**src/rtl/mem_access_unit.sv**
```systemverilog
// Memory-stage load/store unit: handshaked dmem port plus an MMIO output bank.
// Optional feature macro: MISALIGN_TRAP_EN (misaligned accesses complete without touching memory).
module mem_access_unit #(
    parameter int               XLEN      = 32,
    parameter int               NUM_CH    = 4,
    parameter int               CH_WIDTH  = 4,
    parameter logic [XLEN-1:0]  MMIO_BASE = 32'hFFFF_0000
) (
    input  logic                       clk,
    input  logic                       rst,
    input  logic                       req_valid,
    output logic                       req_ready,
    input  logic [XLEN-1:0]            addr,
    input  logic [XLEN-1:0]            wdata,
    input  logic                       mem_read_en,
    input  logic                       mem_write_en,
    input  logic [2:0]                 funct3,
    output logic                       resp_valid,
    output logic [XLEN-1:0]            rdata,
    output logic                       misalign,
    output logic                       dmem_req,
    output logic                       dmem_we,
    output logic [XLEN-1:0]            dmem_addr,
    output logic [3:0]                 dmem_be,
    output logic [XLEN-1:0]            dmem_wdata,
    input  logic                       dmem_gnt,
    input  logic                       dmem_rvalid,
    input  logic [XLEN-1:0]            dmem_rdata,
    output logic [NUM_CH*CH_WIDTH-1:0] ch_out
);

    localparam int IW = (NUM_CH > 1) ? $clog2(NUM_CH) : 1;
    localparam logic [XLEN-3:0] MMIO_WBASE = MMIO_BASE[XLEN-1:2];

    typedef enum logic [1:0] {
        IDLE,
        REQ,
        WAIT_R,
        RESP
    } state_t;

    state_t state_q, state_d;

    logic            accept;
    logic            is_byte, is_half, is_word;
    logic            mis_in;
    logic            trap_in;
    logic            mmio_hit;
    logic [IW-1:0]   mmio_idx;
    logic [3:0]      be_in;
    logic [XLEN-1:0] wdata_in;
    logic [XLEN-1:0] fmt;
    logic [7:0]      lane_b;
    logic [15:0]     lane_h;

    logic            we_q;
    logic [2:0]      f3_q;
    logic [1:0]      off_q;

    logic [CH_WIDTH-1:0] ch_q [NUM_CH];

    assign accept  = req_valid && (state_q == IDLE) && (mem_read_en || mem_write_en);
    assign is_byte = (funct3[1:0] == 2'b00);
    assign is_half = (funct3[1:0] == 2'b01);
    assign is_word = funct3[1];
    assign mis_in  = (is_half && addr[0]) || (is_word && (addr[1:0] != 2'b00));

`ifdef MISALIGN_TRAP_EN
    logic misalign_q;

    assign trap_in  = mis_in;
    assign misalign = misalign_q;

    always_ff @(posedge clk) begin
        if (rst) begin
            misalign_q <= 1'b0;
        end else if (accept) begin
            misalign_q <= trap_in;
        end
    end
`else
    assign trap_in  = 1'b0;
    assign misalign = 1'b0;
`endif

    // Only the first NUM_CH words of the window are decoded; the rest is plain memory.
    always_comb begin
        mmio_hit = 1'b0;
        mmio_idx = '0;
        for (int i = 0; i < NUM_CH; i++) begin
            if (addr[XLEN-1:2] == MMIO_WBASE + (XLEN-2)'(i)) begin
                mmio_hit = 1'b1;
                mmio_idx = IW'(i);
            end
        end
    end

    always_comb begin
        unique case (funct3[1:0])
            2'b00:   be_in = 4'b0001 << addr[1:0];
            2'b01:   be_in = addr[1] ? 4'b1100 : 4'b0011;
            default: be_in = 4'b1111;
        endcase
    end

    always_comb begin
        unique case (funct3[1:0])
            2'b00:   wdata_in = {4{wdata[7:0]}};
            2'b01:   wdata_in = {2{wdata[15:0]}};
            default: wdata_in = wdata;
        endcase
    end

    always_comb begin
        lane_b = dmem_rdata[{off_q, 3'b000} +: 8];
        lane_h = off_q[1] ? dmem_rdata[31:16] : dmem_rdata[15:0];
        unique case (f3_q[1:0])
            2'b00: begin
                fmt = f3_q[2] ? {{(XLEN-8){1'b0}}, lane_b}
                              : {{(XLEN-8){lane_b[7]}}, lane_b};
            end
            2'b01: begin
                fmt = f3_q[2] ? {{(XLEN-16){1'b0}}, lane_h}
                              : {{(XLEN-16){lane_h[15]}}, lane_h};
            end
            default: fmt = dmem_rdata;
        endcase
    end

    always_ff @(posedge clk) begin
        if (rst) begin
            state_q <= IDLE;
        end else begin
            state_q <= state_d;
        end
    end

    always_comb begin
        state_d = state_q;
        unique case (state_q)
            IDLE: begin
                if (accept) begin
                    state_d = (mmio_hit || trap_in) ? RESP : REQ;
                end
            end
            REQ: begin
                if (dmem_gnt) begin
                    state_d = we_q ? RESP : WAIT_R;
                end
            end
            WAIT_R: begin
                if (dmem_rvalid) begin
                    state_d = RESP;
                end
            end
            RESP:    state_d = IDLE;
            default: state_d = IDLE;
        endcase
    end

    always_comb begin
        req_ready  = (state_q == IDLE);
        resp_valid = (state_q == RESP);
        dmem_req   = (state_q == REQ);
        dmem_we    = (state_q == REQ) && we_q;
    end

    always_ff @(posedge clk) begin
        if (rst) begin
            we_q       <= 1'b0;
            f3_q       <= 3'b000;
            off_q      <= 2'b00;
            rdata      <= '0;
            dmem_addr  <= '0;
            dmem_be    <= 4'b0000;
            dmem_wdata <= '0;
        end else if (accept) begin
            we_q  <= mem_write_en;
            f3_q  <= funct3;
            off_q <= addr[1:0];
            if (!mmio_hit && !trap_in) begin
                dmem_addr  <= {addr[XLEN-1:2], 2'b00};
                dmem_be    <= be_in;
                dmem_wdata <= wdata_in;
            end
            if (mmio_hit && !trap_in && !mem_write_en) begin
                rdata <= XLEN'(ch_q[mmio_idx]);
            end else begin
                rdata <= '0;
            end
        end else if ((state_q == WAIT_R) && dmem_rvalid) begin
            rdata <= fmt;
        end
    end

    for (genvar g = 0; g < NUM_CH; g++) begin : g_ch
        always_ff @(posedge clk) begin
            if (rst) begin
                ch_q[g] <= '0;
            end else if (accept && mmio_hit && !trap_in && mem_write_en
                         && (mmio_idx == IW'(g))) begin
                ch_q[g] <= wdata[CH_WIDTH-1:0];
            end
        end
        assign ch_out[g*CH_WIDTH +: CH_WIDTH] = ch_q[g];
    end

endmodule

```
**config.mk**
```make
export PLATFORM = sky130hd
export DESIGN_NAME = mem_access_unit
export DESIGN_NICKNAME = d
export VERILOG_FILES = /design/src/rtl/mem_access_unit.sv
export SDC_FILE = /design/constraint.sdc
export NUM_CORES = 1
export LEC_CHECK = 0
export CORE_MARGIN = 2
export CORE_UTILIZATION = 43
export DETAILED_ROUTE_END_ITERATION = 7
export PLACE_DENSITY = 0.81
export SLEW_MARGIN = 40
export SYNTH_ARGS = -nofsm -noshare
export SYNTH_HDL_FRONTEND = slang
export SYNTH_SLANG_ARGS = --single-unit
```
**constraint.sdc**
```tcl
create_clock -name clk -period 2.54 [get_ports clk]
set_clock_uncertainty 0.15 [all_clocks]
set_input_delay 0.254 -clock clk [delete_from_list [all_inputs] [get_ports clk]]
set_output_delay 0.254 -clock clk [all_outputs]
set_load 0.01 [all_outputs]
```
==> results.json, run 1 <==
{
  "ios": 227,
  "required_ns": 2.75,
  "dieWidth_um": 116,
  "slew_headroom_pct": 52.9,
  "rsz0062_at_grt": "no",
  "crit_path_end_kind": "register",
  "cpPeakStageDelay_ns": 0.54,
  "crit_fanout": 16,
  "cts_max_path_buffers": 2,
  "layout_common_cells": "clkdlybuf4s50_1 (222), nand2_1 (110), dfxtp_1 (106)",
  "cts_resized": 0,
  "power_density_nw_per_um2": 795,
  "cts_tree": "done",
  "synthArstFlopShare_pct": 0,
  "drive_gt1_share_pct": 9.06,
  "fin_util_pct": 69.9,
  "synth_cell_type_count": 56,
  "maxCapViolations": 0,
  "htree_num_levels": 4,
  "grt_pass1_vias": 5552,
  "start_kind": "register",
  "worst_slew_pin_slew_ns": 0.706,
  "synth_seq_cells": 122,
  "max_freq_mhz": 438,
  "synthesis.area_um2": 5400,
  "period_minus_slack_ns": 2.28,
  "grt_use_total_pct": 27.1,
  "portBuffers": 223,
  "synthCells": 603,
  "rows": 40,
  "finalCritPeriodShare_pct": 89.8,
  "final_common_cell": "clkdlybuf4s50_1",
  "nets": 936,
  "outcome": "finished clean",
  "ff2ff_setup_slack_ns": 0.26,
  "syn_area_per_cell_um2": 8.95,
  "holdCritPathClass": "in -> reg",
  "cts-root-buf": "clkbuf_16",
  "ys.flop_type": "dfxtp_1",
  "worstPathCellList": "inv_1, ha_1, o211ai_2, and2_1, nand3b_1, a21oi_2, a221o_1",
  "hpwl_um": 13500,
  "synth_edf_count": 16,
  "vdd.ir_drop.worst_uv": 514,
  "yosysWarnings": 0,
  "route.detailed.drc": 0,
  "p_leak_nw": 3.15,
  "post_drt_wl_per_cell_um": 18.1,
  "ys_seq_area_share_pct": 48.2,
  "cts_buffers": 17,
  "dr.pass1.iters": 5,
  "cts.clk_slew.worst_paths_ns": 0.05,
  "die-area_um2": 13500,
  "postCtsHoldBufs": 0,
  "post_cts_buffers": 0,
  "finalSetupViolations": 0,
  "post-place-cells": 975,
  "hold_viol": 0,
  "grt_pass1_wl_um": 27900,
  "crit_arrival_ns": 2.49,
  "die_h_um": 116,
  "critPathKind": "reg -> reg",
  "slowest_stage": "a21oi_2",
  "start_util_pct": 44.5,
  "setup_tns_ns": 0,
  "via_count": 5582,
  "ant_nets": 0,
  "synthToLayoutAreaGrowth_pct": 56.8,
  "viasPerCell": 5.54,
  "gp_congestion": 0.862,
  "grt_start_max_net_pins": 47,
  "drv_slew": 0,
  "wl_um": 18200,
  "clk_latency_ns": 0.41,
  "hold_ws_ns": 0.161,
  "drtIter0Drc": 385,
  "grt_remaining_overflow": 0,
  "cts.sinks": 122,
  "antenna_found_initial": 1,
  "fp.coreArea_um2": 12100,
  "final_cells": 1008
}
-- synth_stat cells, drive strengths merged, types with 5 or more instances --
| cell type | instances | share of area [%] |
|---|---|---|
| edfxtp | 16 | 8.9 |
| mux4 | 5 | 2.1 |
| a21oi | 57 | 5.4 |
| dfxtp | 106 | 39 |
| nand4 | 5 | 0.58 |
| buf | 20 | 1.9 |
| nand2 | 111 | 7.8 |
| clkbuf | 29 | 2.0 |
| o211ai | 14 | 2.0 |
| a211oi | 12 | 1.7 |
| nor2 | 49 | 3.4 |
| a221o | 16 | 3.0 |
| and2 | 11 | 1.3 |
| o21ai | 29 | 2.7 |
| inv | 16 | 1.1 |
| nand3b | 10 | 1.4 |
| mux2 | 8 | 1.7 |
| a21o | 5 | 0.70 |
| mux2i | 15 | 2.8 |
| a311oi | 10 | 1.6 |
| nor3 | 5 | 0.46 |
-- where the power goes --
| part | switching [mW] | total, mW | internal, mW | leakage (nW) |
|---|---|---|---|---|
| clock network | 0.878 | 2.41 | 1.54 | 0.279 |
| registers | 0.178 | 2.40 | 2.22 | 1.03 |
| logic | 0.935 | 1.91 | 0.974 | 1.84 |
-- critical path: cells and delay by family, from the launching register on --
family | cells | cell delay (ns)
AOI/OAI and AO/OA | 3 | 0.90
and+or+nand+nor | 2 | 0.44
DFF | 1 | 0.41
adders and majority gates | 1 | 0.23
buffers and inverters | 1 | 0.09
-- routing by layer --
layer | vias to the layer above | GRT usage [%] | wire [µm]
li1 | 2618 | - | -
met1 | 2623 | 29.2 | 6850
met2 | 298 | 46.7 | 8800
met3 | 43 | 11.7 | 2030
met4 | 0 | 11.2 | 536
met5 | - | 0 | 0
-- through the flow --
step | worst slack, ns | power [mW] | area, µm²
after floorplan | 0.413 | 3.31 | 5400
after global placement | -0.114 | 4.26 | 7870
after detailed placement | -0.0587 | 4.32 | 7870
after CTS | 0.255 | 6.75 | 8460
after global routing | 0.0319 | 7.00 | 8460
final | 0.258 | 6.72 | 8460
-- cell families after synthesis --
| kind of cell | count (synthesis) | share of synthesized area, % |
|---|---|---|
| adder cells (fa/ha/maj) | 4 | 0.928 |
| other | 1 | 0.0695 |
| AO/OA/AOI/OAI | 170 | 21.4 |
| AND/OR/NAND/NOR | 212 | 17.6 |
| multiplexers | 28 | 6.54 |
| flip-flops | 122 | 48.2 |
| buffers and inverters | 66 | 5.17 |
-- flip-flops by register name, indices dropped and copies added (netlist names) --
signal and cells:
dmem_wdata 32, rdata 32, dmem_addr 30, ch_q 16, dmem_be 4, f3_q 3
off_q 2, state_q 2, we_q 1
-- layout make-up --
| cell class | count | area, µm² |
|---|---|---|
| inverters | 17 | 63.8 |
| diodes | 1 | 2.50 |
| clock buffers | 20 | 437 |
| clock inverters | 12 | 149 |
| flip-flops and latches | 122 | 2600 |
| multi-input cells | 417 | 2530 |
| repair buffers | 251 | 2460 |
| well taps | 168 | 210 |
| fillers | 928 | 3650 |
-- worst paths after layout --
check	end	cells past startpoint	from
max	rdata[27]	7	state_q[0]
min	state_q[1]	4	rst
max reg2reg	rdata[27]	7	state_q[0]
min reg2reg	dmem_addr[21]	2	dmem_addr[21]
(Power assumes the default switching activity.)
==> inputs of run 2 (changes only) <==
- CORE_UTILIZATION: 43 -> 55
- DONT_BUFFER_PORTS: default -> 1
- PLACE_DENSITY: 0.81 -> 0.7
- REMOVE_ABC_BUFFERS: default -> 1
==> run 2 against run 1 <==
Maximum frequency decreased by 4.7%. Sequential power increased by 8%. Worst hold slack got worse by 0.12 ns. Clock-buffer cell count increased by 4. Largest cell class unchanged. First-iteration DRC count decreased by 15%. Critical endpoint is now dmem_wdata[6].
==> results.json, run 2 (same netlist as run 1, synthesis figures left out) <==
{
  "vdd.ir_drop.worst_uv": 491,
  "rsz0062_at_grt": "no",
  "cts_tree": "done",
  "ff2ff_setup_slack_ns": 0.15,
  "htree_num_levels": 4,
  "post-place-cells": 702,
  "slew_headroom_pct": 50.8,
  "outcome": "finished clean",
  "post_drt_wl_per_cell_um": 21.0,
  "required_ns": 2.86,
  "hold_viol": 0,
  "min-delay-start": "dmem_rdata[22]",
  "dr.pass1.iters": 6,
  "finalCritPeriodShare_pct": 94.2,
  "gp_congestion": 0.819,
  "reg_top3": "dmem_wdata (32), rdata (32), dmem_addr (30)",
  "final_cell_area_um2": 7420,
  "hpwl_um": 10300,
  "cts.clk_slew.worst_paths_ns": 0.06,
  "fin_util_pct": 76.9,
  "crit_path_end_kind": "register",
  "nets": 826,
  "holdCritPathClass": "in -> reg",
  "cts.sinks": 122,
  "ant_nets": 0,
  "cts_max_path_buffers": 2,
  "crit_fanout": 47,
  "period_minus_slack_ns": 2.39,
  "crit_arrival_ns": 2.71,
  "r2r-start": "state_q[1]",
  "rows": 36,
  "final_cells": 861,
  "ios": 227,
  "die_h_um": 103,
  "wl_um": 18000,
  "p_total_mw": 6.37,
  "hold_ws_ns": 0.0383,
  "route.detailed.drc": 0,
  "dieWidth_um": 103,
  "critPathKind": "reg -> reg",
  "start_util_pct": 56.0,
  "hold_path_end": "rdata[6]",
  "clk_latency_ns": 0.53,
  "cts_buffers": 17,
  "drive_gt1_share_pct": 9.75,
  "die-area_um2": 10600,
  "drtIter0Drc": 328,
  "final_common_cell": "dlygate4sd3_1",
  "p_leak_nw": 2.85,
  "via_count": 5285,
  "grt_pass1_wl_um": 26300,
  "num-fill-cells": 651,
  "layout_common_cells": "dlygate4sd3_1 (121), nand2_1 (110), dfxtp_1 (104)",
  "fin_ws_ns": 0.147,
  "viasPerCell": 6.14,
  "rr_worst_depth": 9,
  "fp.coreArea_um2": 9640,
  "worstHoldPathCells": 4,
  "start_kind": "register",
  "cts-root-buf": "clkbuf_8",
  "grt_use_total_pct": 32.6,
  "worst_slew_pin_slew_ns": 0.739,
  "place_area_um2": 5490,
  "grt_pass1_vias": 5294,
  "max_freq_mhz": 418,
  "grt_remaining_overflow": 0,
  "drv_slew": 0,
  "antenna_found_initial": 0,
  "diodes": 0,
  "finalSetupViolations": 0,
  "synthToLayoutAreaGrowth_pct": 37.5,
  "power_density_nw_per_um2": 859,
  "r2r_end": "dmem_wdata[6]",
  "grt_start_max_net_pins": 79,
  "portBuffers": 0,
  "maxCapViolations": 0,
  "setup_tns_ns": 0,
  "dpl_worst_slack_ns": 0.235
}
## run 2: cell types whose count changed in the layout (fill, tap and decap cells not counted), sizes merged
cell,before,now
clkdlybuf4s50,222,0
clkbuf,20,25
inv,17,16
clkinv,7,5
clkinvlp,2,0
buf,29,19
diode,1,0
dlygate4sd3,0,121
## run 2: final cells by class
class                           count  area (µm²)  area share [%]
Sequential cell                   122        2610            35.1
Timing Repair Buffer              141        1430            19.3
Multi-Input combinational cell    417        2530            34.2
Clock inverter                      7         110            1.48
Tap cell                          133         166            2.24
Inverter                           17        63.8           0.860
Clock buffer                       24         502            6.77
## run 2: critical path, cell delays in order (launching register included)
cell           delay, ns
dfxtp_1             0.41
inv_1               0.09
ha_1                0.21
o211ai_2            0.10
buf_4               0.19
a21o_1              0.13
buf_12              0.23
nand2_1             0.09
a21oi_1             0.17
dlygate4sd3_1       0.57
## run 2: power by group
group          switching [mW]  internal [mW]  total (mW)
registers               0.350           2.23        2.58
logic                   0.715          0.585        1.30
clock network           0.844           1.65        2.49
## run 2: timing repair
| action | CTS | global route |
|---|---|---|
| hold endpoints to repair | 134 | 0 |
| buffers inserted | 0 | 4 |
| resized for setup | 0 | 1 |
| hold buffers | 123 | 0 |
| setup endpoints to repair | 0 | 5 |
## run 2: worst max path at each step
| stage | start | end | slack, ns | cells past startpoint |
|---|---|---|---|---|
| finish | state_q[1] | dmem_wdata[6] | 0.15 | 9 |
| CTS | state_q[0] | dmem_wdata[5] | 0.05 | 9 |
| global route | state_q[0] | dmem_wdata[6] | 0.0009 | 10 |
| floorplan | state_q[0] | dmem_be[1] | -2.28 | 5 |
| detailed placement | addr[11] | ch_q[2][0] | 0.24 | 5 |
| global placement | addr[11] | ch_q[2][3] | 0.32 | 5 |
## run 2: per-layer routing
layer	wire (µm)	global-route usage, %	share of wire, %
met5	0	0	0
met4	510	15.6	2.8
met3	2070	13.7	11
met2	9010	55.2	50
met1	6460	35.3	36
